`config.mk`:
```
export PLATFORM = sky130hd
export DESIGN_NAME = jts18_vdp_mix
export DESIGN_NICKNAME = d
export VERILOG_FILES = /design/src/rtl/jts18_vdp_mix.sv
export SDC_FILE = /design/constraint.sdc
export NUM_CORES = 1
export LEC_CHECK = 0
export CAP_MARGIN = 15
export CORE_MARGIN = 4
export CORE_UTILIZATION = 40
export CTS_CLUSTER_SIZE = 20
export DETAILED_ROUTE_END_ITERATION = 8
export PLACE_DENSITY = 0.56
export RECOVER_POWER = 25
export SLEW_MARGIN = 30
export SYNTH_ARGS = -nofsm -noshare
export SYNTH_HDL_FRONTEND = slang
export SYNTH_SLANG_ARGS = --single-unit
export TNS_END_PERCENT = 5
```
`constraint.sdc`:
```
create_clock -name clk -period 8.5 [get_ports clk]
set_input_delay 0.85 -clock clk [delete_from_list [all_inputs] [get_ports clk]]
set_output_delay 0.85 -clock clk [all_outputs]
set_load 0.02 [all_outputs]
```
`src/rtl/jts18_vdp_mix.sv`:
```
`default_nettype none
// +----------------------------------------------------------------------------+
// | Module   : jts18_vdp_mix                                                   |
// | Purpose  : System 18 final colour stage. Re-times VDP pixels to the S16    |
// |            pixel enable through a per-line FIFO. Muxes VDP/S16 colour into |
// |            registered RGB 5:5:5 with aligned blanking.                     |
// | Options  : JTS18_VDP_DEBUG_EN enables debug_bus colour overrides.          |
// | Revision : 1.0  initial release                                            |
// +----------------------------------------------------------------------------+
module jts18_vdp_mix #(
    parameter int AW      = 4,
    parameter int PREFILL = 4
) (
    input  logic        clk,
    input  logic        rst_n,
    input  logic        pxl_cen,
    input  logic        vdp_cen,
    input  logic        vdp_hs,
    input  logic        vdp_de,
    input  logic [8:0]  vdp_rgb,
    input  logic        vdp_en,
    input  logic        hs,
    input  logic        lhbl,
    input  logic        lvbl,
    input  logic [14:0] s16_rgb,
    input  logic        vdp_sel,
    input  logic [7:0]  debug_bus,
    output logic [4:0]  red,
    output logic [4:0]  green,
    output logic [4:0]  blue,
    output logic        lhbl_dly,
    output logic        lvbl_dly,
    output logic        ovf,
    output logic        unf
);

    localparam int CW    = AW + 1;
    localparam int DEPTH = 2 ** AW;

    localparam logic [CW-1:0] CNT_ONE   = CW'(1);
    localparam logic [CW-1:0] PREFILL_C = CW'(PREFILL);
    localparam logic [CW-1:0] DEPTH_C   = CW'(DEPTH);
    localparam logic [AW-1:0] PTR_ONE   = AW'(1);

    typedef enum logic [1:0] {
        ST_WAIT = 2'd0,
        ST_FILL = 2'd1,
        ST_RUN  = 2'd2
    } state_t;

    state_t          state_q, state_d;
    logic [8:0]      mem_q [DEPTH];
    logic [AW-1:0]   wr_ptr_q, wr_ptr_d;
    logic [AW-1:0]   rd_ptr_q, rd_ptr_d;
    logic [CW-1:0]   count_q, count_d;
    logic            vdp_hs_q;
    logic            hs_q;
    logic [8:0]      last_q, last_d;
    logic            ovf_q, ovf_d;
    logic            unf_q, unf_d;

    logic [8:0]      s1_pix_q, s1_pix_d;
    logic [14:0]     s1_s16_q;
    logic            s1_lhbl_q;
    logic            s1_lvbl_q;

    logic [4:0]      red_q, red_d;
    logic [4:0]      green_q, green_d;
    logic [4:0]      blue_q, blue_d;
    logic            lhbl_dly_q;
    logic            lvbl_dly_q;

    logic            vdp_hs_rise;
    logic            hs_rise;
    logic            lhbl_rise;
    logic            lhbl_fall;
    logic            lvbl_rise;
    logic            full;
    logic            empty;
    logic            wr_req;
    logic            push;
    logic            pop_req;
    logic            pop_ok;
    logic            flush;
    logic            use_vdp;
    logic [AW-1:0]   wr_addr;
    logic [8:0]      rd_data;

    assign vdp_hs_rise = vdp_hs & ~vdp_hs_q;
    // Read-side edges are judged against the stage-1 copies, which advance on pxl_cen.
    assign hs_rise     = pxl_cen & hs & ~hs_q;
    assign lhbl_rise   = pxl_cen & lhbl & ~s1_lhbl_q;
    assign lhbl_fall   = pxl_cen & ~lhbl & s1_lhbl_q;
    assign lvbl_rise   = pxl_cen & lvbl & ~s1_lvbl_q;

    assign full    = (count_q == DEPTH_C);
    assign empty   = (count_q == '0);
    assign wr_req  = vdp_cen & vdp_de;
    assign push    = wr_req & ~full;
    assign pop_ok  = pop_req & ~empty;
    assign flush   = vdp_hs_rise | hs_rise;
    assign wr_addr = flush ? '0 : wr_ptr_q;
    assign rd_data = mem_q[rd_ptr_q];

    always_comb begin
        state_d = state_q;
        pop_req = 1'b0;
        if (pxl_cen) begin
            if (hs_rise) begin
                state_d = ST_FILL;
            end else begin
                case (state_q)
                    ST_WAIT: state_d = ST_WAIT;
                    ST_FILL: begin
                        if ((count_q >= PREFILL_C) || lhbl_rise) begin
                            state_d = ST_RUN;
                        end
                    end
                    ST_RUN: begin
                        pop_req = lhbl;
                        if (lhbl_fall) begin
                            state_d = ST_WAIT;
                        end
                    end
                    default: state_d = ST_WAIT;
                endcase
            end
        end
    end

    // A flush discards every queued entry; a write landing on the same cycle
    // becomes the first entry of the new line.
    always_comb begin
        wr_ptr_d = wr_ptr_q;
        rd_ptr_d = rd_ptr_q;
        count_d  = count_q;
        if (flush) begin
            rd_ptr_d = '0;
            wr_ptr_d = push ? PTR_ONE : '0;
            count_d  = push ? CNT_ONE : '0;
        end else begin
            if (push) begin
                wr_ptr_d = wr_ptr_q + PTR_ONE;
            end
            if (pop_ok) begin
                rd_ptr_d = rd_ptr_q + PTR_ONE;
            end
            case ({push, pop_ok})
                2'b10:   count_d = count_q + CNT_ONE;
                2'b01:   count_d = count_q - CNT_ONE;
                default: count_d = count_q;
            endcase
        end
    end

    always_comb begin
        last_d   = last_q;
        s1_pix_d = '0;
        if (pop_ok) begin
            last_d = rd_data;
        end
        if (pop_req) begin
            s1_pix_d = empty ? last_q : rd_data;
        end
    end

    always_comb begin
        ovf_d = ovf_q;
        unf_d = unf_q;
        if (lvbl_rise) begin
            ovf_d = 1'b0;
            unf_d = 1'b0;
        end
        if (wr_req && full) begin
            ovf_d = 1'b1;
        end
        if (pop_req && empty) begin
            unf_d = 1'b1;
        end
    end

`ifdef JTS18_VDP_DEBUG_EN
    logic unused_debug;
    assign unused_debug = ^debug_bus[7:2];
    always_comb begin
        use_vdp = vdp_sel & vdp_en;
        if (debug_bus[0]) begin
            use_vdp = 1'b0;
        end else if (debug_bus[1]) begin
            use_vdp = 1'b1;
        end
    end
`else
    logic unused_debug;
    assign unused_debug = ^debug_bus;
    assign use_vdp      = vdp_sel & vdp_en;
`endif

    // 3-bit VDP components widen by bit replication so full scale maps to 31.
    always_comb begin
        red_d   = '0;
        green_d = '0;
        blue_d  = '0;
        if (s1_lhbl_q && s1_lvbl_q) begin
            if (use_vdp) begin
                red_d   = {s1_pix_q[8:6], s1_pix_q[8:7]};
                green_d = {s1_pix_q[5:3], s1_pix_q[5:4]};
                blue_d  = {s1_pix_q[2:0], s1_pix_q[2:1]};
            end else begin
                red_d   = s1_s16_q[14:10];
                green_d = s1_s16_q[9:5];
                blue_d  = s1_s16_q[4:0];
            end
        end
    end

    always_ff @(posedge clk) begin
        if (push) begin
            mem_q[wr_addr] <= vdp_rgb;
        end
    end

    always_ff @(posedge clk or negedge rst_n) begin
        if (!rst_n) begin
            state_q    <= ST_WAIT;
            wr_ptr_q   <= '0;
            rd_ptr_q   <= '0;
            count_q    <= '0;
            vdp_hs_q   <= 1'b0;
            hs_q       <= 1'b0;
            last_q     <= '0;
            ovf_q      <= 1'b0;
            unf_q      <= 1'b0;
            s1_pix_q   <= '0;
            s1_s16_q   <= '0;
            s1_lhbl_q  <= 1'b0;
            s1_lvbl_q  <= 1'b0;
            red_q      <= '0;
            green_q    <= '0;
            blue_q     <= '0;
            lhbl_dly_q <= 1'b0;
            lvbl_dly_q <= 1'b0;
        end else begin
            state_q  <= state_d;
            wr_ptr_q <= wr_ptr_d;
            rd_ptr_q <= rd_ptr_d;
            count_q  <= count_d;
            vdp_hs_q <= vdp_hs;
            last_q   <= last_d;
            ovf_q    <= ovf_d;
            unf_q    <= unf_d;
            if (pxl_cen) begin
                hs_q       <= hs;
                s1_pix_q   <= s1_pix_d;
                s1_s16_q   <= s16_rgb;
                s1_lhbl_q  <= lhbl;
                s1_lvbl_q  <= lvbl;
                red_q      <= red_d;
                green_q    <= green_d;
                blue_q     <= blue_d;
                lhbl_dly_q <= s1_lhbl_q;
                lvbl_dly_q <= s1_lvbl_q;
            end
        end
    end

    assign red      = red_q;
    assign green    = green_q;
    assign blue     = blue_q;
    assign lhbl_dly = lhbl_dly_q;
    assign lvbl_dly = lvbl_dly_q;
    assign ovf      = ovf_q;
    assign unf      = unf_q;

endmodule
`default_nettype wire
```
======== After elaboration in Yosys (flattened, before gate mapping) ========
Memories as Yosys holds them, arrays and structs flattened.
Index checks and enable logic that the tools add are counted.
W data, S select, Z words.
storage, ports and cells
  bits in registers ....................... 71
  RAM bits ................................ 144
  memories ................................ 1
  word-level logic and storage cells ...... 92
  output and inout port bits .............. 19
  bits of input ports ..................... 43
memory list
  name   depth  width  read ports  clocked after memory_dff  write ports  RTL line  source
  mem_q  16     9      1           0                         1            52        logic [8:0] mem_q [DEPTH];
operators by class
  bitwise gates (word level) .............. 21
  equal/unequal tests ..................... 7
  $lt $le $gt $ge ......................... 1
  $add $sub $neg .......................... 4
  reduce and logical (&&, ||, !) cells .... 11
  mux-type cells .......................... 29
operators by type and width
  cell                   count
  $mux W5                7
  $mux W4                5
  $mux W9                2
  $and A1 B1 Y1          13
  $mux W1                10
  $pmux W5 S2            1
  $add A4 B1 Y4 const B  2
  $reduce_bool A2 Y1     4
  $not A1 Y1             7
  $mux W2                3
  $ne A3 B3 Y1 const B   2
  $add A5 B1 Y5 const B  1
  $eq A5 B5 Y1 const B   1
  $ge A5 B3 Y1 const B   1
  $logic_not A5 Y1       1
  $sub A5 B1 Y5 const B  1
  $eq A2 B1 Y1 const B   2
  $eq A2 B2 Y1 const B   2
  $pmux W2 S2            1
  $logic_and A1 B1 Y1    3
  $reduce_and A3 Y1      1
  $reduce_bool A3 Y1     1
  $logic_or A1 B1 Y1     1
  $or A1 B1 Y1           1

======== Longest topological paths before layout ========
Gate-level depths: netlist of the first run.
  word-level depth ........................ 8
  depth in mapped cells ................... 11
  gate-level depth less buffers ........... 10

======== Worst setup path before layout of the first run ========
No wires, ideal clock.
  kind .................................... input port to flip-flop
  start ................................... input pxl_cen
  end ..................................... register count_q[4]
  required time ........................... 8.423 ns
  arrival time ............................ 2.824 ns
  library setup time ...................... 0.077 ns
  path buffers ............................ 1
  path slack .............................. 5.599 ns
  stages on the path ...................... 11
  path through ............................ buf_2 -> and4b_1 -> o211ai_4 -> nor2_1 -> xor2_1 -> ha_1 -> o31a_1 -> or4_1 -> o21ai_0 -> nand2_1 -> a21oi_1
on the way
  word-level cells in the longest chain between the ends .. 8
  elaborated cells between the ends (all ways) .. 11
  classes of those cells .................. 2 x eq/ne; 4 x mux; 4 x bitwise; 1 x reduce/logical
ends and longest elaborated chain
  what                                          RTL line  source
  start: declaration                            16        input logic pxl_cen,
  $and A1 B1 Y1 (2 in series)                   91        assign hs_rise = pxl_cen & hs & ~hs_q;
  $mux W1                                       109       if (hs_rise) begin
  $mux W1                                       108       if (pxl_cen) begin
  $and A1 B1 Y1                                 100       assign pop_ok = pop_req & ~empty;
  $eq A2 B1 Y1 or $eq A2 B2 Y1 (tied branches)  148       case ({push, pop_ok})
  $pmux W5 S2                                   148
  $mux W5                                       137       if (flush) begin
  end signal: assignment                        247       count_q <= count_d;
  end: declaration                              55        logic [CW-1:0] count_q, count_d;
Several ways; a longest one is shown, not always the timed one.
A chain may end at the register's enable or synchronous reset.

======== Final worst setup path of the first run ========
Ends and elaborated chain as after synthesis.

==> impl_metrics.toml, run 1 <==
[clock_tree]
cts_buffers = 23
cts_root_buf = "clkbuf_16"
clock_path_buffers = 3
ctsResizeCount = 0
cts_hold_buf = 0
cts.sinks = 215
tritoncts = "yes"
clk_pin_slew_ns = 0.05
htreeDepth = 1
clock_latency_ns = 0.51
post_cts_buffers = 0

[setup_path]
crit_slowest_cell = "clkbuf_1"
start_kind = "primary input"
cp.depth = 12
worstSetupEndpoint = "count_q[4]$_DFFE_PN0P_"
r2r_end = "count_q[4]$_DFFE_PN0P_"
crit_start = "pxl_cen"
cp_top_family = "buffers and inverters"
max_stage_delay_ns = 1.93
cp.arrival_ns = 5.28
r2r_start = "count_q[1]$_DFFE_PN0P_"
path_class = "in -> reg"
worst-path-buf-inv = 2
ff2ff_path_depth = 10
cp.required_ns = 8.92
critical_path_peak_fanout = 61
path_cells = "buf_2 -> clkbuf_1 -> and4b_1 -> o211ai_4 -> nor2_1 -> xor2_1 -> ha_1 -> o31a_1 -> or4_1 -> o21ai_0 -> nand2_1 -> a21oi_1"
endpoint_kind = "flip-flop"
ff2ff_setup_slack_ns = 5.18

[sta]
fin_hold_ws_ns = 0.4749
finalHoldViolations = 0
drv_slew = 134
grt_setup_unrepaired = "false"
timing.final.crit_share = 0.5713
tightest_slew_ns = 3.838
skew_ns = 0.01284
setup_viol = 0
min_period_ns = 4.856
maxSlewHeadroom = -1.559
clock.fmax_mhz = 205.9
finalSetupTns_ns = 0

[global_route]
grt_pass1_wl_mm = 28.26
grt_start_max_net_pins = 72
use_met1 = 0.2113
grt_usage = 0.1453
use_met2 = 0.2308
busiest_layer = "met2"
grt_overflow = 0
use_met3 = 0.02570
antenna_found_initial = 0
grt_pass1_vias = 4998

[min_path]
min_path_type = "reg -> reg"

[yosys]
async_reset_ff_frac = 0.3302
synth_flop_cell = "edfxtp_1"
yosysTopAreaCell = "edfxtp_1"
netlist_instances = 566
ys_top_cells_by_area = "edfxtp_1, dfrtp_1, mux4_1"
syn_area_per_cell_um2 = 15.89
synth_seq_area_share = 0.6783
synth_top_area_share = 0.4807
syn-cell-area_um2 = 8995
synth_cell_types = 54
yosys_register_bits = 215
ys_warn_count = 0
syn-num-nets = 613
synth_edf_count = 144

[route]
drc = 0
detail-route-antenna-nets = 0
wl_per_cell_um = 19.72
vias_per_cell = 5.444
routed_wl_mm = 18.07
dr.pass1.iters = 5
via_count = 4987
drtIter0Drc = 356

[place]
port_buffers = 53
dp_hpwl_mm = 11.07
gp_congestion = 0.8285

[final_layout]
layout-drive-gt1-share = 0.1619
final.fill_count = 1879
area_growth_pct = 16.23
insertedDiodeCount = 0
nets = 669
final_util = 0.4761

[floorplan]
pin_count = 62
die_h_um = 158.0
start_util = 0.4096
core_area_um2 = 21960
die_w_um = 158.0
die_area_um2 = 24950
placement_rows = 54

[pwr]
powerDensity_nw_per_um2 = 229.1
p_leak_nw = 3.771
max-vdd-ir-drop_uv = 182.9

[status]
violations = "max-capacitance violations, max-slew violations"
status = "finished with violations"

[job]
max-cap-violations = 2
[logic make-up after synthesis]
group / after synthesis / share of synthesized area
flops: 215 / 0.6783
simple gates: 130 / 0.06955
compound gates: 83 / 0.06218
mux: 76 / 0.1458
buf+inv: 50 / 0.03088
xor+xnor: 8 / 0.007790
fa+ha+maj: 4 / 0.005564
[worst register-to-register path, cell delays in order, from the launching register on]
cell,delay (ns)
dfrtp_1,0.52
or4_4,0.62
o211ai_4,0.46
nor2_1,0.17
xor2_1,0.18
ha_1,0.24
o31a_1,0.24
or4_1,0.45
o21ai_0,0.18
nand2_1,0.07
a21oi_1,0.12
[cell usage after synthesis (5+ instances only)]
master,instances
and3_1,6
dfrtp_1,71
buf_4,5
o21ai_0,11
nand3_1,9
a21oi_1,20
a31oi_1,10
edfxtp_1,144
mux4_2,18
inv_1,22
mux2i_1,14
nor3_1,7
nor2_1,34
o22ai_1,16
clkbuf_1,9
a2bb2oi_1,8
buf_2,7
xor2_1,6
nand2_1,51
mux2_2,26
mux4_1,18
[worst min path at each step]
stage               slack, ns  cells past startpoint                    end             startpoint
finish                   0.47                      2  last_q[1]$_DFFE_PN0P_  last_q[1]$_DFFE_PN0P_
global route             0.49                      2  last_q[6]$_DFFE_PN0P_  last_q[6]$_DFFE_PN0P_
CTS                      0.48                      2  last_q[1]$_DFFE_PN0P_  last_q[1]$_DFFE_PN0P_
detailed placement       0.46                      2  last_q[0]$_DFFE_PN0P_  last_q[0]$_DFFE_PN0P_
global placement         0.46                      2  last_q[4]$_DFFE_PN0P_  last_q[4]$_DFFE_PN0P_
floorplan                0.45                      2  last_q[0]$_DFFE_PN0P_  last_q[0]$_DFFE_PN0P_
[stage by stage]
stage          power [W]  std cells  setup WS (ns)  cell area [um2]
6_report        0.002396        916          3.644            10460
5_1_grt         0.002502        916          3.000            10460
4_1_cts         0.002424        916          5.194            10440
3_5_place_dp    0.001469        877          4.711             9737
3_3_place_gp    0.001457        877          4.768             9724
2_1_floorplan   0.001380        566          5.599             8995
[placed cells by master (no fill, tap or decap), types with 6 or more instances in the layout]
cell type        count
a21oi_1             20
a2bb2oi_1            8
a31oi_1             10
and3_1               6
clkbuf_1            10
clkbuf_16           23
clkdlybuf4s50_1     46
dfrtp_1             69
edfxtp_1           144
inv_1               22
mux2_2              26
mux2i_1             14
mux4_1              18
mux4_2              18
nand2_1             51
nand3_1              9
nor2_1              25
nor2_2               9
o21ai_0             11
o22ai_1             16
xor2_1               6
[where the power goes]
group / total, W / leakage (nW) / switching, W / internal [W]
combinational: 0.000227 / 1.22 / 0.000126 / 0.000101
sequential: 0.00122 / 2.20 / 0.0000477 / 0.00117
clock: 0.000946 / 0.346 / 0.000379 / 0.000567
[layout make-up]
cell class	instances	area [um2]	share of cell area
clock buffers	32	619.3	0.05924
clock inverters	7	87.58	0.008377
inverters	23	86.33	0.008258
multi-input cells	301	2655	0.2540
flip-flops and latches	215	6106	0.5840
well taps	280	350.3	0.03351
repair buffers	58	550.5	0.05266
[registers in the layout (all words and copies together), names as in the netlist]
signal,flops
mem_q,144
s1_s16_q,15
last_q,9
s1_pix_q,9
blue,5
count_q,5
green,5
red,5
rd_ptr_q,4
wr_ptr_q,4
state_q,2
hs_q,1
lhbl_dly,1
lvbl_dly,1
ovf,1
s1_lhbl_q,1
s1_lvbl_q,1
unf,1
vdp_hs_q,1
[routing by layer]
layer / vias to the layer above / wire (um)
li1: 2291 / -
met1: 2527 / 8193
met2: 139 / 8527
met3: 30 / 1016
met4: 0 / 327
met5: - / 0
Power figures use the tool's default switching activity.
==> run 2, diff against run 1 <==
--- a/config.mk
+++ b/config.mk
@@ -10,7 +10,7 @@
 export CORE_UTILIZATION = 40
 export CTS_CLUSTER_SIZE = 20
 export DETAILED_ROUTE_END_ITERATION = 8
-export PLACE_DENSITY = 0.56
+export PLACE_DENSITY = 0.58
 export RECOVER_POWER = 25
 export SLEW_MARGIN = 30
 export SYNTH_ARGS = -nofsm -noshare
==> constraint.sdc (replaced) <==
create_clock -name clk -period 4.4 [get_ports clk]
set_input_delay 0.44 -clock clk [delete_from_list [all_inputs] [get_ports clk]]
set_output_delay 0.44 -clock clk [all_outputs]
set_load 0.02 [all_outputs]
==> impl_metrics.toml, run 2 (same netlist as run 1, synthesis figures left out) <==
[status]
status = "finished with violations"
violations = "max-capacitance violations, max-slew violations"

[floorplan]
die_area_um2 = 24950
start_util = 0.4096
pin_count = 62
die_h_um = 158.0
die_w_um = 158.0
placement_rows = 54
core_area_um2 = 21960

[setup_path]
critical_path_peak_fanout = 55
start_kind = "primary input"
endpoint_kind = "flip-flop"
crit_slowest_cell = "clkbuf_1"
cp.arrival_ns = 3.95
max_stage_delay_ns = 1.72
path_class = "in -> reg"
worst-path-buf-inv = 2
cp_top_family = "buffers and inverters"
path_cells = "buf_2 -> clkbuf_1 -> nand3_1 -> o22ai_1"
cp.required_ns = 4.79

[place]
dp_hpwl_mm = 11.60
gp_congestion = 0.8209
port_buffers = 53
pre_cts_ws_ns = 1.094

[global_route]
grt_start_max_net_pins = 56
grt_pass1_vias = 5011
antenna_found_initial = 0
grt_overflow = 0
grt_usage = 0.1447
grt_pass1_wl_mm = 28.11

[sta]
timing.final.crit_share = 0.8106
grt_setup_unrepaired = "false"
final.setup.worst_slack_ns = 0.8335
maxSlewHeadroom = -0.6668
finalHoldViolations = 0
setup_viol = 0
fin_hold_ws_ns = 0.2365
drv_slew = 103
clock.fmax_mhz = 280.4
min_period_ns = 3.566
skew_ns = 0.01327
tightest_slew_ns = 2.500
finalSetupTns_ns = 0

[clock_tree]
clock_latency_ns = 0.52
cts_root_buf = "clkbuf_16"
cts.sinks = 215
htreeDepth = 1
post_cts_buffers = 0
clk_pin_slew_ns = 0.06
clock_path_buffers = 3
cts_buffers = 23
tritoncts = "yes"

[route]
wl_per_cell_um = 19.63
drc = 0
vias_per_cell = 5.410
dr.pass1.iters = 5
via_count = 4983
drtIter0Drc = 249
detail-route-antenna-nets = 0
routed_wl_mm = 18.08

[pwr]
p_leak_nw = 3.817
max-vdd-ir-drop_uv = 336.2
powerDensity_nw_per_um2 = 447.2

[final_layout]
final_common_cell = "edfxtp_1"
nets = 673
regArea_um2 = 6103
multiInputGateArea_um2 = 2616
insertedDiodeCount = 0
mostFrequentLayoutCells = "edfxtp_1, dfrtp_1, nand2_1"
largest_reg_flops = 144
reg.largest.list = "mem_q: 144 flops, s1_s16_q: 15 flops"
layout-drive-gt1-share = 0.1560
final.fill_count = 1859
area_growth_pct = 16.60
registers.top_by_ff_count = "mem_q"

[job]
max-cap-violations = 2

[min_path]
min_path_type = "in -> reg"
-- run 2: cell types whose count changed in the layout (fill, tap and decap cells not counted), moves of 2 or more --
cell,previous run,this run
clkbuf_1,10,6
nor2_2,9,0
buf_4,3,7
nor3_1,5,7
clkinv_2,3,6
nor2_1,25,34
clkbuf_8,1,3
dlygate4sd3_1,5,7
-- run 2: worst paths after layout --
check / to / slack, ns / start / cells past startpoint
max: red[0]$_DFFE_PN0P_ / 0.83 / pxl_cen / 4
min: hs_q$_DFFE_PN0P_ / 0.24 / pxl_cen / 2
max reg2reg: count_q[4]$_DFFE_PN0P_ / 1.06 / count_q[1]$_DFFE_PN0P_ / 10
min reg2reg: last_q[0]$_DFFE_PN0P_ / 0.48 / last_q[0]$_DFFE_PN0P_ / 2
max in group asynchronous: rd_ptr_q[3]$_DFFE_PN0P_ / 1.54 / rst_n / 2
min in group asynchronous: vdp_hs_q$_DFF_PN0_ / 1.25 / rst_n / 2
-- run 2: where the power goes --
part / internal, W / total [W] / switching [W] / leakage (nW)
sequential: 0.00227 / 0.00236 / 0.0000900 / 2.20
combinational: 0.000196 / 0.000440 / 0.000244 / 1.24
clock: 0.00113 / 0.00189 / 0.000759 / 0.373
total: 0.00360 / 0.00469 / 0.00109 / 3.82
-- run 2: per-layer routing --
metal / wire (um) / vias up / part of all wire / GRT usage
met5: 0 / - / 0 / 0
met1: 8061 / 2527 / 0.45 / 0.2066
met4: 279 / 0 / 0.015 / 0.02600
li1: - / 2306 / - / -
met2: 8752 / 127 / 0.48 / 0.2388
met3: 990 / 23 / 0.055 / 0.02488
-- run 2: area by class of cell --
type,instances,area share
multi-input combinational,301,0.2495
timing repair buffer,62,0.05583
clock buffer,30,0.06025
tap,280,0.03340
clock inverter,10,0.01086
sequential,215,0.5820
inverter,23,0.008232
-- run 2: timing repair --
action / 4_1_cts / 5_1_grt
resized for setup: 0 / 0
hold buffers: 1 / 0
endpoints found under the hold margin: 45 / 0
-- run 2: through the flow --
stage                     total power [W]  utilization  std cells  cell area [um2]
after floorplan                  0.002666            -        566             8995
after global placement           0.002819       0.4434        880             9737
after detailed placement         0.002841       0.4435        880             9739
after CTS                        0.004737       0.4779        921            10500
after global routing             0.004892       0.4776        921            10490
final                            0.004690       0.4776        921            10490
